### src/rtl/sr_flag_arbiter.sv
// Round-robin arbitrated bank of SR flags with sticky invalid-command error.
// Optional saturating error counter on port err_cnt when SR_ERR_CNT_EN is defined.
module sr_flag_arbiter #(
  parameter int NREQ  = 4,
  parameter int NFLAG = 8,
  parameter int AW    = 3
) (
  input  logic              clk,
  input  logic              reset,
  input  logic [NREQ-1:0]   req,
  input  logic [NREQ-1:0]   s,
  input  logic [NREQ-1:0]   r,
  input  logic [NREQ*AW-1:0] addr,
  input  logic              err_clr,
  output logic [NREQ-1:0]   gnt,
  output logic [NFLAG-1:0]  q,
  output logic [NFLAG-1:0]  q_bar,
  output logic              err,
  output logic [AW-1:0]     err_id
`ifdef SR_ERR_CNT_EN
  ,
  output logic [7:0]        err_cnt
`endif
);

  localparam int PW = (NREQ > 1) ? $clog2(NREQ) : 1;

  typedef enum logic {IDLE, COMMIT} state_e;

  state_e            state_q;
  logic [PW-1:0]     ptr_q;
  logic [PW-1:0]     w_q;
  logic [1:0]        cmd_q;
  logic [AW-1:0]     ca_q;
  logic [NREQ-1:0]   gnt_q;
  logic [NFLAG-1:0]  q_q;
  logic              err_q;
  logic [AW-1:0]     err_id_q;
`ifdef SR_ERR_CNT_EN
  logic [7:0]        cnt_q;
`endif

  logic              any_req;
  logic [PW-1:0]     win;

  // Scan downward so the requester closest to the pointer is kept.
  always_comb begin
    any_req = 1'b0;
    win     = '0;
    for (int k = NREQ-1; k >= 0; k--) begin
      if (req[(int'(ptr_q) + k) % NREQ]) begin
        any_req = 1'b1;
        win     = PW'((int'(ptr_q) + k) % NREQ);
      end
    end
  end

  always_ff @(posedge clk or negedge reset) begin
    if (!reset) begin
      state_q  <= IDLE;
      ptr_q    <= '0;
      w_q      <= '0;
      cmd_q    <= '0;
      ca_q     <= '0;
      gnt_q    <= '0;
      q_q      <= '0;
      err_q    <= 1'b0;
      err_id_q <= '0;
`ifdef SR_ERR_CNT_EN
      cnt_q    <= '0;
`endif
    end else begin
      gnt_q <= '0;
      if (err_clr) begin
        err_q    <= 1'b0;
        err_id_q <= '0;
`ifdef SR_ERR_CNT_EN
        cnt_q    <= '0;
`endif
      end
      unique case (state_q)
        IDLE: begin
          if (any_req) begin
            w_q     <= win;
            cmd_q   <= {s[win], r[win]};
            ca_q    <= addr[int'(win)*AW +: AW];
            gnt_q   <= NREQ'(1) << win;
            state_q <= COMMIT;
          end
        end
        COMMIT: begin
          state_q <= IDLE;
          ptr_q   <= (w_q == PW'(NREQ-1)) ? '0 : w_q + 1'b1;
          // Out-of-range addresses are granted but discarded.
          if (int'(ca_q) < NFLAG) begin
            unique case (cmd_q)
              2'b00: ;
              2'b01: q_q[ca_q] <= 1'b0;
              2'b10: q_q[ca_q] <= 1'b1;
              2'b11: begin
                q_q[ca_q] <= 1'b0;
                err_q     <= 1'b1;
                if (!err_q || err_clr) err_id_q <= ca_q;
`ifdef SR_ERR_CNT_EN
                if (err_clr)
                  cnt_q <= 8'd1;
                else if (cnt_q != 8'hFF)
                  cnt_q <= cnt_q + 8'd1;
`endif
              end
            endcase
          end
        end
      endcase
    end
  end

  assign gnt    = gnt_q;
  assign q      = q_q;
  assign q_bar  = ~q_q;
  assign err    = err_q;
  assign err_id = err_id_q;
`ifdef SR_ERR_CNT_EN
  assign err_cnt = cnt_q;
`endif

endmodule
### config.mk
export PLATFORM = sky130hd
export DESIGN_NAME = sr_flag_arbiter
export DESIGN_NICKNAME = d
export VERILOG_FILES = /design/src/rtl/sr_flag_arbiter.sv
export SDC_FILE = /design/constraint.sdc
export NUM_CORES = 1
export LEC_CHECK = 0
export CAP_MARGIN = 20
export CORE_MARGIN = 4
export CORE_UTILIZATION = 45
export DETAILED_ROUTE_END_ITERATION = 8
export HOLD_SLACK_MARGIN = 0.05
export PLACE_DENSITY = 0.83
export SYNTH_ARGS = -nofsm -noshare
export SYNTH_HDL_FRONTEND = slang
export SYNTH_SLANG_ARGS = --single-unit
### constraint.sdc
create_clock -name clk -period 2.35 [get_ports clk]
set_input_delay 0.235 -clock clk [delete_from_list [all_inputs] [get_ports clk]]
set_output_delay 0.235 -clock clk [all_outputs]
set_load 0.02 [all_outputs]
==> results.cfg <==
[drt]
ant_nets = 0
routed_via_density = 5.27
drt_wl_total_mm = 3.04
drc_errors = 0
via_count = 1118
drt_iter0_drc = 55
first_pass_iters = 4
wl_per_cell_um = 14.4

[power]
p_sw_w = 0.000881
pwr-share-seq = 0.382
swShare = 0.417
p_leak_nw = 0.831
clkPwrFrac = 0.088
vdd_drop_max_uv = 1060
internal_power_w = 0.00123
p_comb_frac = 0.530
totalPowerFinal_w = 0.00211
p_per_area_nw_per_um2 = 1170

[sta]
rsz0062_at_grt = no
fmax_ghz = 0.615
finalHoldViolCount = 0
finalMaxSlewViolations = 0
fin_setup_tns_ns = 0
tightest_slew_ns = 0.499
max_slew_margin = 0.666
period_share = 0.691
setup_viol = 0
fin_crit_ns = 1.62
finClkSkew_ns = 0.000758

[grt]
grt_usage = 0.183
grt_max_degree = 27
grt_pass1_wl_mm = 5.02
overflow = 0
grt_pass1_vias = 1113
antenna_found_initial = 0

[setup_path]
endpoint_kind = output pin
reg2reg_slack_ns = 0.78
critPathMaxFanout = 3
r2r_cells = 5
crit_arrival_ns = 1.39
rr_startpoint = cmd_q[0]
cp-start-kind = register
crit_type = register to output pin
crit_required_ns = 2.12

[finish]
num_antenna_cells = 0
fin_nets = 212
drive_gt1_frac = 0.0495
syn2layout_area_growth_pct = 45.1

[die]
fp-row-count = 18
initial_utilization = 0.488
coreArea_sq_um = 2540
die_h_um = 60.5
die-area_sq_um = 3670
die_x_um = 60.5
io_pins = 51

[yosys]
synth_top_area_frac = 0.524
syn_inst = 129
netlist_area_sq_um = 1240
yosysWarnings = 0
ys_seq_elements = 26
synth_cell_types = 24
synth_nets = 157
yosysSeqAreaShare = 0.524
synth_top_cell_by_area = dfrtp_1
syn_avg_cell_area_sq_um = 9.63
synthTopCellsByArea = dfrtp_1 (52%), mux2i_1 (8.1%), nand2_1 (5.7%)

[cts]
cts_resized = 0
cts_hold_buffers = 0
cts_tree = built
cts_root_buffer = clkbuf_4
clkSinkCount = 26
clk_pin_slew_worst_paths_ns = 0.13
cts_buffers = 3
clock_latency_ns = 0.31
cts_setup_buffers = 0
max-clock-path-buffers = 2
ctsHtreeMaxLevel = 1

[run_status]
outcome = complete, no violations

[placement]
gp_congestion = 0.774
port_buffers = 50
hpwl_mm = 2.43

[min_path]
hold_path.class = primary input to async pin

[run]
maxCapViolCount = 0
[cell usage in the layout (no fill, tap or decap), drive strengths merged]
cell type      netlist  final
or2                  1      1
nor2b                2      2
mux2i               10     10
o211ai               1      1
o21ai                9      9
nor3                 3      3
buf                  1      2
mux2                 2      2
nand2               19     19
o22ai                1      1
a21oi                7      7
clkdlybuf4s50        0     50
nand3                1      1
a21o                 2      2
o21bai               1      1
nand2b               3      3
nor2                15     15
o21a                 1      1
clkbuf               1      3
o221ai               5      5
inv                 13     13
o221a                1      1
o31ai                3      3
dfrtp               26     26
ha                   1      1
[routing by layer]
layer / GRT usage / share of wire / vias up
met4: 0.0960 / 0.031 / 0
li1: - / - / 553
met2: 0.296 / 0.49 / 39
met1: 0.241 / 0.43 / 516
met5: 0 / 0 / -
met3: 0.0234 / 0.053 / 10
[final cells by class]
cell class / count / area, sq um
Timing Repair Buffer: 52 / 515
Tap cell: 30 / 37.5
Inverter: 13 / 48.8
Sequential cell: 26 / 651
Fill cell: 208 / 742
Multi-Input combinational cell: 88 / 528
Clock buffer: 3 / 22.5
[power groups by stage]
stage | combinational (W) | clock, W | sequential, W
6_report | 0.00112 | 0.000186 | 0.000808
4_1_cts | 0.00113 | 0.000190 | 0.000805
3_3_place_gp | 0.00109 | 0 | 0.000802
5_1_grt | 0.00121 | 0.000203 | 0.000845
3_5_place_dp | 0.00113 | 0 | 0.000817
2_1_floorplan | 0.000544 | 0 | 0.000884
[Yosys cell counts]
cell type,number
nand2_1,19
o211ai_1,1
inv_1,13
nor2b_1,2
mux2i_1,10
o21bai_1,1
buf_6,1
o221a_1,1
a21o_1,2
nand2b_1,3
o221ai_1,5
mux2_2,2
o21a_1,1
clkbuf_1,1
nor3_1,3
dfrtp_1,26
o21ai_0,9
nand3_1,1
or2_2,1
o22ai_2,1
o31ai_1,3
nor2_1,15
ha_1,1
a21oi_1,7
[metrics by stage]
| step | hold slack [ns] | cell area [sq um] | utilization | setup WS (ns) | std cells |
|---|---|---|---|---|---|
| 6_report | 0.267 | 1800 | 0.708 | 0.725 | 212 |
| 5_1_grt | 0.292 | 1800 | 0.708 | 0.620 | 212 |
| 4_1_cts | 0.274 | 1800 | 0.708 | 0.715 | 212 |
| 3_5_place_dp | 0.498 | 1780 | 0.700 | 0.434 | 209 |
| 3_3_place_gp | 0.469 | 1780 | 0.700 | 0.530 | 209 |
| 2_1_floorplan | -0.0606 | 1240 | - | 0.901 | 129 |
[worst max-delay path, stage by stage, from the launching register on]
cell and delay [ns]:
dfrtp_1 0.43, inv_1 0.06, clkdlybuf4s50_1 0.59
[cells by family (layout without fill, tap and decap cells)]
group,count (synthesis),in the layout,share of synthesized area
mux,12,12,0.0987
flops,26,26,0.524
compound gates,31,31,0.167
buf+inv,15,68,0.0514
fa+ha+maj,1,1,0.0101
simple gates,44,44,0.149
[worst max-delay path by stage]
stage | endpoint | slack (ns) | startpoint
floorplan | ca_q[0] | 0.90 | ptr_q[0]
detailed placement | ca_q[2] | 0.43 | req[2]
CTS | q_bar[4] | 0.72 | register
global route | register | 0.62 | cmd_q[0]
global placement | cmd_q[0] | 0.53 | req[2]
finish | q_bar[6] | 0.73 | register
No activity file was read; power rests on OpenSTA's default activity.
==> RTL edit (same flow settings) <==
Put one more register stage on the output `err_id`, with the module's reset. The value now appears one clock later. The other outputs are not delayed to match.
--- a/src/rtl/sr_flag_arbiter.sv
+++ b/src/rtl/sr_flag_arbiter.sv
@@ -119,7 +119,13 @@
   assign q      = q_q;
   assign q_bar  = ~q_q;
   assign err    = err_q;
-  assign err_id = err_id_q;
+  always_ff @(posedge clk or negedge reset) begin
+    if (!reset) begin
+      err_id <= '0;
+    end else begin
+      err_id <= err_id_q;
+    end
+  end
 `ifdef SR_ERR_CNT_EN
   assign err_cnt = cnt_q;
 `endif
Behaviour: not the same (Yosys sat finds a counterexample within 4 cycles, from zero or initial values and one cycle with reset low).
==> RTL edit against the unedited design <==
Core utilization is 2.2 points lower. Routed wire length increased by 4.3%. Non-clock buffer count decreased by 1. Cell count is 7.1% higher. Area after synthesis is 11% higher. Worst setup slack got worse by 0.27 ns. Combinational power rose by 5%. Worst hold slack gained 0.022 ns. Power is 13% higher. Synthesized cell count increased by 10%. Fmax decreased by 14%. Critical path depth increased by 3. Final area increased by 8.6%. Sequential cell count rose by 3. Critical path type is now register to register.
==> RTL edit: results (changes against the unedited design) <==
status=complete, no violations; Gate Count Post-Synth=142 (+10%); Worst EP arrival=2.08 ns (+0.69 ns); Top FF cell, synth=dfrtp_1; actual slew at the worst max-slew pin=0.636 ns (+0.137 ns); Worst Setup EP=ca_q[2]; global-route wire length before repair=5.39 mm (+7.3%); max layer used=met4; Inserted Diodes=0 (unchanged); grt met2 use=0.306 (+0.0101); CTS H-Tree Depth=2 (+1); slowest CP cell=a2111oi_0; vias per inst=5.48 (+4.0%); Placer Congestion=0.874 (+13%); antenna violations before repair=0 (unchanged); met1 Use GR=0.172 (-0.0685); hold slack=0.288 ns (+0.0216 ns); post-synthesis sequential area ratio=0.525 (+0.00122); vias in the first global route=1224 (+10%); reg2reg path depth=5 (unchanged); Clock Path Buffers=2 (unchanged); largest net degree at the start of global routing=30 (+11%); R2R Setup Slk=0.45 ns (-0.33 ns); DP Wirelength=2.50 mm (+2.6%); DP Area=0.00190 mm2 (+6.9%); GRT met3 Usage=0.0639 (+0.0405); fillcell total=239 (+15%); Worst path top cell family by delay=compound AO/OA/AOI/OAI gates; met3 wire length=265 um (+65%); share of cells above drive strength 1=0.0663 (+0.0169); Crit path largest cell delay=0.61 ns (+0.02 ns); met1 WL=1.23 mm (-6.5%); metal2 WL=1.60 mm (+8.5%); Max IR drop VDD=0.477 mV (-55%); library cells used by synthesis=31 (+29%); Worst Skew=0.00900 ns (+0.00825 ns); routed len/inst=14.0 um (-2.6%); Synth Area in Compound Gates=0.164 (-0.00337); asr flop ratio synth=1.00 (unchanged); # resized after CTS=0 (unchanged); Worst Path Max Fanout=13 (+10); mux share of post-synthesis cell area=0.0588 (-0.0399); Post-Synth XOR/XNOR Area=0 (unchanged); pre-CTS setup slack=0.195 ns (-0.239 ns); GR Util All Layers=0.171 (-0.0125); placed insts=220 (+5.3%); CTS Root Cell=clkbuf_4; fraction of the mapped netlist area in adder cells=0.00905 (-0.00102); fin crit period=1.90 ns (+0.272 ns); drt total wl=3.17 mm (+4.3%); Pint=1.42 mW (+15%); Leakage=0.862 nW (+3.7%); Inserted Clock Buffers=5 (+2); worst setup path start=ptr_q[1]; Iteration-0 DRC Markers=26 (-53%); syn_nets=170 (+8.3%); Post-synth top cells=dfrtp_1, nand2_1, inv_1, nor2_1, o21ai_0; cells taking the most area after synthesis=dfrtp_1, mux2i_1, nand2_1, o21ai_0, inv_1; clock slew at the register clock pins of the worst setup and hold paths=0.09 ns (-0.04 ns)
-- RTL edit: changes by cell type in the layout (fill, tap and decap cells not counted), sizes merged, moves of 2 or more --
cell	change
o221ai	-5
nor2	-2
mux2i	-3
dfrtp	+3
or3	+2
nor2b	-2
nor3	+5
a2111oi	+5
and3	+3
clkbuf	+4
a211oi	+5
nand2	-4
-- RTL edit: cell type report --
| cell class | instances | area (um2) | area share |
|---|---|---|---|
| repair buffers | 51 | 508 | 0.259 |
| flip-flops and latches | 29 | 726 | 0.371 |
| well taps | 31 | 38.8 | 0.0198 |
| clock buffers | 7 | 55.1 | 0.0281 |
| multi-input cells | 96 | 582 | 0.297 |
| inverters | 13 | 48.8 | 0.0249 |
-- RTL edit: power by group through the flow --
stage	sequential (mW)	combinational, mW	clock [mW]
final	0.907	1.18	0.300
after global routing	0.953	1.27	0.328
after CTS	0.911	1.20	0.306
after detailed placement	0.921	1.19	0
after global placement	0.905	1.15	0
after floorplan	1.01	0.578	0
